File: src/rtl/addr8s_pkg.sv
// rtl/addr8s_pkg.sv - shared types, defaults and mod-3 helper for the adder residue checker
package addr8s_pkg;

   localparam int DEF_W            = 8;
   localparam int DEF_CNT_W        = 8;
   localparam int DEF_ALARM_THRESH = 3;

   typedef enum logic [1:0] {
      OK      = 2'd0,
      SUSPECT = 2'd1,
      ALARM   = 2'd2
   } chk_state_t;

   // Bit i weighs 2^i mod 3 (1,2,1,2..); the sign bit weighs -2^W mod 3.
   function automatic logic [1:0] res3(input logic [DEF_W:0] x);
      int acc;
      acc = 0;
      for (int i = 0; i < DEF_W; i++) begin
         if (x[i]) acc += ((i % 2) == 0) ? 1 : 2;
      end
      if (x[DEF_W]) acc += ((DEF_W % 2) == 0) ? 2 : 1;
      return 2'(acc % 3);
   endfunction

endpackage

File: src/rtl/res3_unit.sv
// rtl/res3_unit.sv - combinational mod-3 reducer for a (W+1)-bit two's complement value
module res3_unit
   import addr8s_pkg::*;
#(
   parameter int W = DEF_W
) (
   input  logic [W:0] x_i,
   output logic [1:0] r_o
);
   int acc;

   always_comb begin
      acc = 0;
      for (int i = 0; i < W; i++) begin
         if (x_i[i]) acc += ((i % 2) == 0) ? 1 : 2;
      end
      // Negative weight of the sign bit folded into a positive residue.
      if (x_i[W]) acc += ((W % 2) == 0) ? 2 : 1;
      r_o = 2'(acc % 3);
   end
endmodule

File: config.mk
export PLATFORM = sky130hd
export DESIGN_NAME = res3_unit
export DESIGN_NICKNAME = d
export VERILOG_FILES = /design/src/rtl/addr8s_pkg.sv /design/src/rtl/res3_unit.sv
export SDC_FILE = /design/constraint.sdc
export NUM_CORES = 1
export LEC_CHECK = 0
export ABC_AREA = 1
export BUFFER_PORTS_ARGS = -buffer_cell sky130_fd_sc_hd__clkbuf_2
export CAP_MARGIN = 40
export CELL_PAD_IN_SITES_DETAIL_PLACEMENT = 0
export CELL_PAD_IN_SITES_GLOBAL_PLACEMENT = 1
export CORE_UTILIZATION = 39
export DETAILED_ROUTE_END_ITERATION = 6
export PLACE_DENSITY_LB_ADDON = 0.1
export REMOVE_ABC_BUFFERS = 1
export SLEW_MARGIN = 40
export SYNTH_ARGS = -nofsm -noshare
export SYNTH_HDL_FRONTEND = slang
export SYNTH_SLANG_ARGS = --single-unit
File: constraint.sdc
create_clock -name vclk -period 4.45
set_input_delay 0.2225 -clock vclk [all_inputs]
set_output_delay 0.2225 -clock vclk [all_outputs]
set_load 0.005 [all_outputs]
Yosys cells after proc, flatten, opt, wreduce, memory -nomap -nowiden

Index checks and enable logic that the tools add are counted.

Div/mod/pow operators: 1
Add/subtract/negate cells: 8
Muxes and demuxes: 9

Operators by type and width:

| kind                    | count |
|---|---|
| $mux W32                | 8 |
| $add A32 B3 Y32 const B | 5 |
| $add A32 B2 Y32 const B | 3 |
| $mod A32 B3 Y32 const B | 1 |
| $mux W1                 | 1 |

Input port bits: 9
Register bits: 0
Word-level logic and storage cells: 18

Logic depth before layout (Yosys ltp)

Gate-level depths: netlist of the first run.

Depth in word-level cells: 18
Gate-level depth with buffers: 43
Mapped depth without buffers: 43

Least setup slack after synthesis of the first run

Ideal clock, no wire load.

Path type: input to output
From: input port x_i[0]
To: output port r_o[0]
Stages: 41
Setup slack: -0.305 ns
Arrival: 4.533 ns
Required time: 4.228 ns
Cells stage by stage: ha_1 -> inv_1 -> nand2_1 -> nand3_1 -> nand2_2 -> ha_1 -> or2_1 -> nand3_1 -> nand2_2 -> clkinv_1 -> ha_1 -> nand2_1 -> inv_1 -> nand2_1 -> nand2_1 -> inv_1 -> ha_1 -> nand2_1 -> [5 not listed] -> nand2_1 -> inv_1 -> nor2_2 -> a31oi_1 -> nor2_2 -> o21bai_2 -> nand2_1 -> inv_1 -> ha_1 -> a21oi_2 -> nand2_2 -> nand2_1 -> nand2_1 -> ha_1 -> a21oi_1 -> nand4_1 -> nand2_1 -> nand2_1

Longest elaborated chain between the ends: 18

RTL lines:

| what              | RTL line        | text |
|---|---|---|
| from (decl)       | res3_unit.sv:7  | `input logic [W:0] x_i,` |
| $mux W1 *         | res3_unit.sv:15 | `if (x_i[i]) acc += ((i % 2) == 0) ? 1 : 2;` |
| $add A32 B3 Y32   | res3_unit.sv:15 |  |
| $mux W32 *        | res3_unit.sv:15 |  |
| $add A32 B2 Y32   | res3_unit.sv:15 |  |
| $mux W32 *        | res3_unit.sv:15 |  |
| $add A32 B3 Y32   | res3_unit.sv:15 |  |
| $mux W32 *        | res3_unit.sv:15 |  |
| $add A32 B2 Y32   | res3_unit.sv:15 |  |
| [2 not listed]    | -               |  |
| $mux W32 *        | res3_unit.sv:15 |  |
| $add A32 B2 Y32   | res3_unit.sv:15 |  |
| $mux W32 *        | res3_unit.sv:15 |  |
| $add A32 B3 Y32   | res3_unit.sv:15 |  |
| $mux W32 *        | res3_unit.sv:15 |  |
| $add A32 B3 Y32   | res3_unit.sv:18 | `if (x_i[W]) acc += ((W % 2) == 0) ? 2 : 1;` |
| $mux W32 *        | res3_unit.sv:18 |  |
| $mod A32 B3 Y32 * | res3_unit.sv:19 | `r_o = 2'(acc % 3);` |
| to (decl)         | res3_unit.sv:8  | `output logic [1:0] r_o` |

Every way passes the cells marked *; elsewhere a longest branch is shown, timed or not.

Final worst setup path of the first run

From: input port x_i[1]
To: output port r_o[1]

Longest elaborated chain between the ends: 16

RTL lines:

| what              | RTL line |
|---|---|
| $mux W32 *        | res3_unit.sv:15 |
| $add A32 B2 Y32   | res3_unit.sv:15 |
| $mux W32 *        | res3_unit.sv:15 |
| $add A32 B3 Y32   | res3_unit.sv:15 |
| $mux W32 *        | res3_unit.sv:15 |
| $add A32 B2 Y32   | res3_unit.sv:15 |
| $mux W32 *        | res3_unit.sv:15 |
| $add A32 B3 Y32   | res3_unit.sv:15 |
| $mux W32 *        | res3_unit.sv:15 |
| $add A32 B2 Y32   | res3_unit.sv:15 |
| $mux W32 *        | res3_unit.sv:15 |
| $add A32 B3 Y32   | res3_unit.sv:15 |
| $mux W32 *        | res3_unit.sv:15 |
| $add A32 B3 Y32   | res3_unit.sv:18 |
| $mux W32 *        | res3_unit.sv:18 |
| $mod A32 B3 Y32 * | res3_unit.sv:19 |

Marked as above.

==> results of run 1 <==
[per-layer routing]
metal,global-route usage (%),vias up,share of wire (%)
met5,0,-,0
met4,0.697,0,0.38
met3,0.230,2,1.8
met2,40.8,23,52
met1,27.9,703,45
li1,-,831,-
[cells in the final DEF, fill, tap and decap left out, types with 2 or more instances in the layout]
cell / count
a21o_1: 2
a21oi_2: 3
buf_4: 64
buf_8: 2
clkbuf_2: 9
ha_4: 9
inv_1: 29
inv_2: 13
nand2_1: 44
nand2_2: 36
nand2_4: 7
nand3_1: 16
nand3_2: 13
nand3_4: 2
nand4_1: 6
nor2_1: 8
nor2_2: 5
nor2_4: 4
o211ai_1: 2
o21ai_2: 2
[what timing repair did]
action | 4_1_cts | 5_1_grt
cloned | 0 | 0
setup buffers | 16 | 8
setup endpoints to repair | 2 | 2
pin swaps | 39 | 33
resized for setup | 56 | 20
[final timing paths]
check   start     end  slack (ns)  depth (start not counted)
max    x_i[1]  r_o[1]       -0.40                         42
min    x_i[6]  r_o[0]        0.92                          5
[cell families (layout without fill, tap and decap cells)]
family | after synthesis | count (layout)
simple gates | 145 | 145
fa+ha+maj | 9 | 9
compound gates | 16 | 16
buf+inv | 43 | 118
xor+xnor | 2 | 2
[area by class of cell]
cell class,count,area share (%)
multi-input cells,172,63.0
repair buffers,75,27.0
inverters,43,8.09
well taps,31,1.88
[worst max-delay path: cells and delay by family]
family,cells,cell delay (ns)
and+or+nand+nor,22,1.83
adders and majority gates,7,1.33
AOI/OAI and AO/OA,2,0.26
xor gates and xnor gates,1,0.23
buffers and inverters,10,0.73
[power groups by stage]
stage	Combinational, mW	Sequential (mW)	Clock, mW
2_1_floorplan	0.260	0	0
3_3_place_gp	0.423	0	0
3_5_place_dp	0.437	0	0
4_1_cts	0.549	0	0
5_1_grt	0.693	0	0
6_report	0.630	0	0
[per-stage QoR]
step | setup WS [ns] | area [um2] | util (%) | hold slack [ns] | total power [mW]
detailed placement | -0.739 | 1540 | 55.5 | 0.865 | 0.437
CTS | -0.331 | 1920 | 68.9 | 0.904 | 0.549
global placement | -0.573 | 1540 | 55.5 | 0.870 | 0.423
global route | -0.737 | 2060 | 74.0 | 0.961 | 0.693
floorplan | -0.305 | 1150 | - | 0.610 | 0.260
finish | -0.396 | 2060 | 74.0 | 0.924 | 0.630
==> flow_summary.ini, run 1 <==
[worst_setup_path]
max_stage_delay_ns = 0.27
path_max_fanout = 4
cp_slowest_cell = ha_4
start_kind = input pin
end_kind = output pin
arrival_ns = 4.62
worstPathRequired_ns = 4.23
criticalPathCategory = input pin to output pin
crit_top_cell = nand2_2

[power]
p_leak_nw = 1.11
p_int_uw = 319
vdd_drop_max_v = 0.000366
p_clk_share_pct = 0
comb_power_share_pct = 100.0
switchingPower_uw = 311
p_seq_share_pct = 0
p_per_area_mw_per_mm2 = 306
swShare_pct = 49.4

[layout]
multi_input_area_mm2 = 0.00130
area_delta_synth_final_pct = 79.0
layout-drive-gt1-share_pct = 60.7
regArea_um2 = 0
n_fill_cell = 219
diodes = 0
seq_cells = 0
fin_cells = 321
nNetsFinal = 310
n_clock_buffer = 0

[synthesis]
yosysMostFrequentCell = nand2_1
synth_xor_area_share_pct = 1.52
muxShareOfSynthArea_pct = 0
synthSimpleGateAreaFrac_pct = 64.4
synth_top_area_share_pct = 21.9
synth_adder_area_share_pct = 9.79
synth_top_family_by_area = simple AND/OR/NAND/NOR gates
yosysWarnings = 0
synth_common_cells = nand2_1, inv_1, nand3_1, nand2_2
synth_compound_area_share_pct = 10.2
netlist_top_cells_area = nand2_1, inv_1, nand2_2
seq_area_frac_synth_pct = 0
syn_inst = 215
syn_area_mm2 = 0.00115
synth_area_leader_cell = nand2_1
yosysUniqueCellTypes = 28
syn_avg_cell_area_um2 = 5.35

[timing]
fin_crit_ns = 4.85
slew_violations = 0
period_share_pct = 109
grt_setup_unrepaired = true
fin_setup_tns_ns = -0.789
setup_ws_ns = -0.396
worst_slew_pin_slew_ns = 0.406
hold_violations = 0
maxSlewHeadroom_pct = 72.6
setup_viol = 2
fmax_ghz = 0.206

[die]
initial_core_util_pct = 41.3
rows = 19
core_area_mm2 = 0.00278
io_pins = 11
die_y_um = 56.3
dieArea_mm2 = 0.00317
die_w_um = 56.3

[routing]
post-route-drc-count = 0
firstDrtPassIters = 4
drt_iter0_markers = 25
post_drt_wl_per_cell_um = 10.6
num_vias = 1559
via_per_inst = 4.86
drt_wl_total_um = 3410
ant_nets = 0

[global_routing]
grt_pass1_wl_um = 5800
antenna_found_initial = 0
grt_pass1_vias = 1451
grt_usage_pct = 21.3
grt.overflow.total = 0
grt_max_degree = 6

[worst_hold_path]
holdCritPathClass = input pin to output pin

[placed_design]
place_inst = 297
portBuffers = 11
gp_congestion = 0.802
hpwl_um = 2360

[run_status]
violations = negative setup slack
outcome = complete, but fails checks

[run]
max-cap-violations = 0

[clocking]
ctsHoldBuffers = 0
No activity file was read; power rests on OpenSTA's default activity.
==> run 2: changes to the inputs <==
CORE_ASPECT_RATIO = 2   (was not set)
MAX_ROUTING_LAYER = met4   (was not set)
==> flow_summary.ini, run 2 (same netlist as run 1, synthesis figures left out) <==
[timing]
fmax_ghz = 0.206
fin_crit_ns = 4.86
worst_slew_pin_slew_ns = 0.375
hold_violations = 0
maxSlewHeadroom_pct = 74.7
slew_violations = 0
worst_hold_slack_ns = 0.902
setup_viol = 2
setup_ws_ns = -0.413
period_share_pct = 109
grt_setup_unrepaired = true

[worst_setup_path]
path_max_fanout = 3
cp_slowest_cell = ha_4
end_kind = output pin
criticalPathCategory = input pin to output pin
start_kind = input pin
crit_family = simple AND/OR/NAND/NOR gates
max_stage_delay_ns = 0.28
crit_top_cell = nand2_2
worst-path-buf-inv = 8
worstPathRequired_ns = 4.23
arrival_ns = 4.64

[routing]
wl_met3_um = 38
met1Wirelength_um = 1190
post_drt_wl_per_cell_um = 12.5
via_per_inst = 5.12
drt_wl_total_um = 4000
drt_iter0_markers = 13
firstDrtPassIters = 4
num_vias = 1637
top_layer = met4
wl_met2_um = 2590
ant_nets = 0
post-route-drc-count = 0

[placed_design]
place_inst = 298
portBuffers = 11
gp_congestion = 0.782
hpwl_um = 2730

[layout]
area_delta_synth_final_pct = 87.2
nNetsFinal = 311
n_clock_buffer = 0
final_common_cell = buf_4
fin_cells = 320
n_fill_cell = 213
regArea_um2 = 0
layout-drive-gt1-share_pct = 62.5
diodes = 0
seq_cells = 0
mostFrequentLayoutCells = buf_4, nand2_1, nand2_2

[power]
comb_power_share_pct = 100.0
vdd_drop_max_v = 0.000180
switchingPower_uw = 320
p_clk_share_pct = 0
p_int_uw = 324
swShare_pct = 49.7
p_seq_share_pct = 0
p_per_area_mw_per_mm2 = 299
p_leak_nw = 1.14

[global_routing]
grt_pass1_vias = 1632
grt_pass1_wl_um = 6080
antenna_found_initial = 0
grt_usage_pct = 26.3
grt_max_degree = 6
grt.overflow.total = 0

[worst_hold_path]
hold_depth = 5
hp-start = x_i[6]
holdCritPathClass = input pin to output pin
hold_end = r_o[0]

[run_status]
outcome = complete, but fails checks
violations = negative setup slack

[die]
die_w_um = 40.4
rows = 27
io_pins = 11
core_area_mm2 = 0.00277
dieArea_mm2 = 0.00318
die_y_um = 78.8
initial_core_util_pct = 41.5

[run]
max-cap-violations = 0
[run 2: cell count changes in the layout (fill, tap and decap cells not counted), sizes merged]
cell and change:
buf +1
[run 2: how the worst max path moves through the flow]
stage,cells past startpoint,to,slack (ns),startpoint
after floorplan,41,r_o[0],-0.31,x_i[0]
after global placement,43,r_o[0],-0.61,x_i[0]
after detailed placement,43,r_o[1],-0.77,x_i[0]
after CTS,43,r_o[1],-0.37,x_i[0]
after global routing,44,r_o[1],-0.71,x_i[1]
final,44,r_o[1],-0.41,x_i[1]
[run 2: per-stage QoR]
stage	instance area, um2	util, %	worst slack, ns	setup TNS (ns)	total power, mW
final	2150	77.7	-0.413	-0.794	0.644
after floorplan	1150	-	-0.305	-0.610	0.260
after CTS	1960	70.7	-0.374	-0.717	0.579
after global placement	1560	56.5	-0.607	-1.21	0.441
after global routing	2150	77.7	-0.705	-1.41	0.706
after detailed placement	1560	56.5	-0.769	-1.52	0.460
[run 2: layer usage]
metal	vias to the layer above	global-route usage [%]
met5	-	-
met4	0	8.00
met3	18	1.12
met2	27	56.8
met1	756	18.3
li1	836	-
[run 2: power by group through the flow]
stage                     combinational, mW  sequential [mW]  clock (mW)
final                                 0.644                0           0
after CTS                             0.579                0           0
after global routing                  0.706                0           0
after floorplan                       0.260                0           0
after detailed placement              0.460                0           0
after global placement                0.441                0           0
[run 2: what timing repair did]
action / CTS / global route
gates resized for setup: 58 / 37
pin swaps: 38 / 35
hold buffers: 0 / 0
setup endpoints to repair: 2 / 2
buffers inserted: 19 / 3
[run 2: worst min-delay path: stages]
cell and delay [ns]:
clkbuf_2 0.15, xor2_1 0.09, nand2_1 0.07, nand2_1 0.04, clkbuf_2 0.10
[run 2: cell type report]
cell class / count / area [um2] / area share (%)
tap: 29 / 36.3 / 1.69
timing repair buffer: 76 / 563 / 26.2
inverter: 43 / 166 / 7.73
multi-input combinational: 172 / 1390 / 64.4
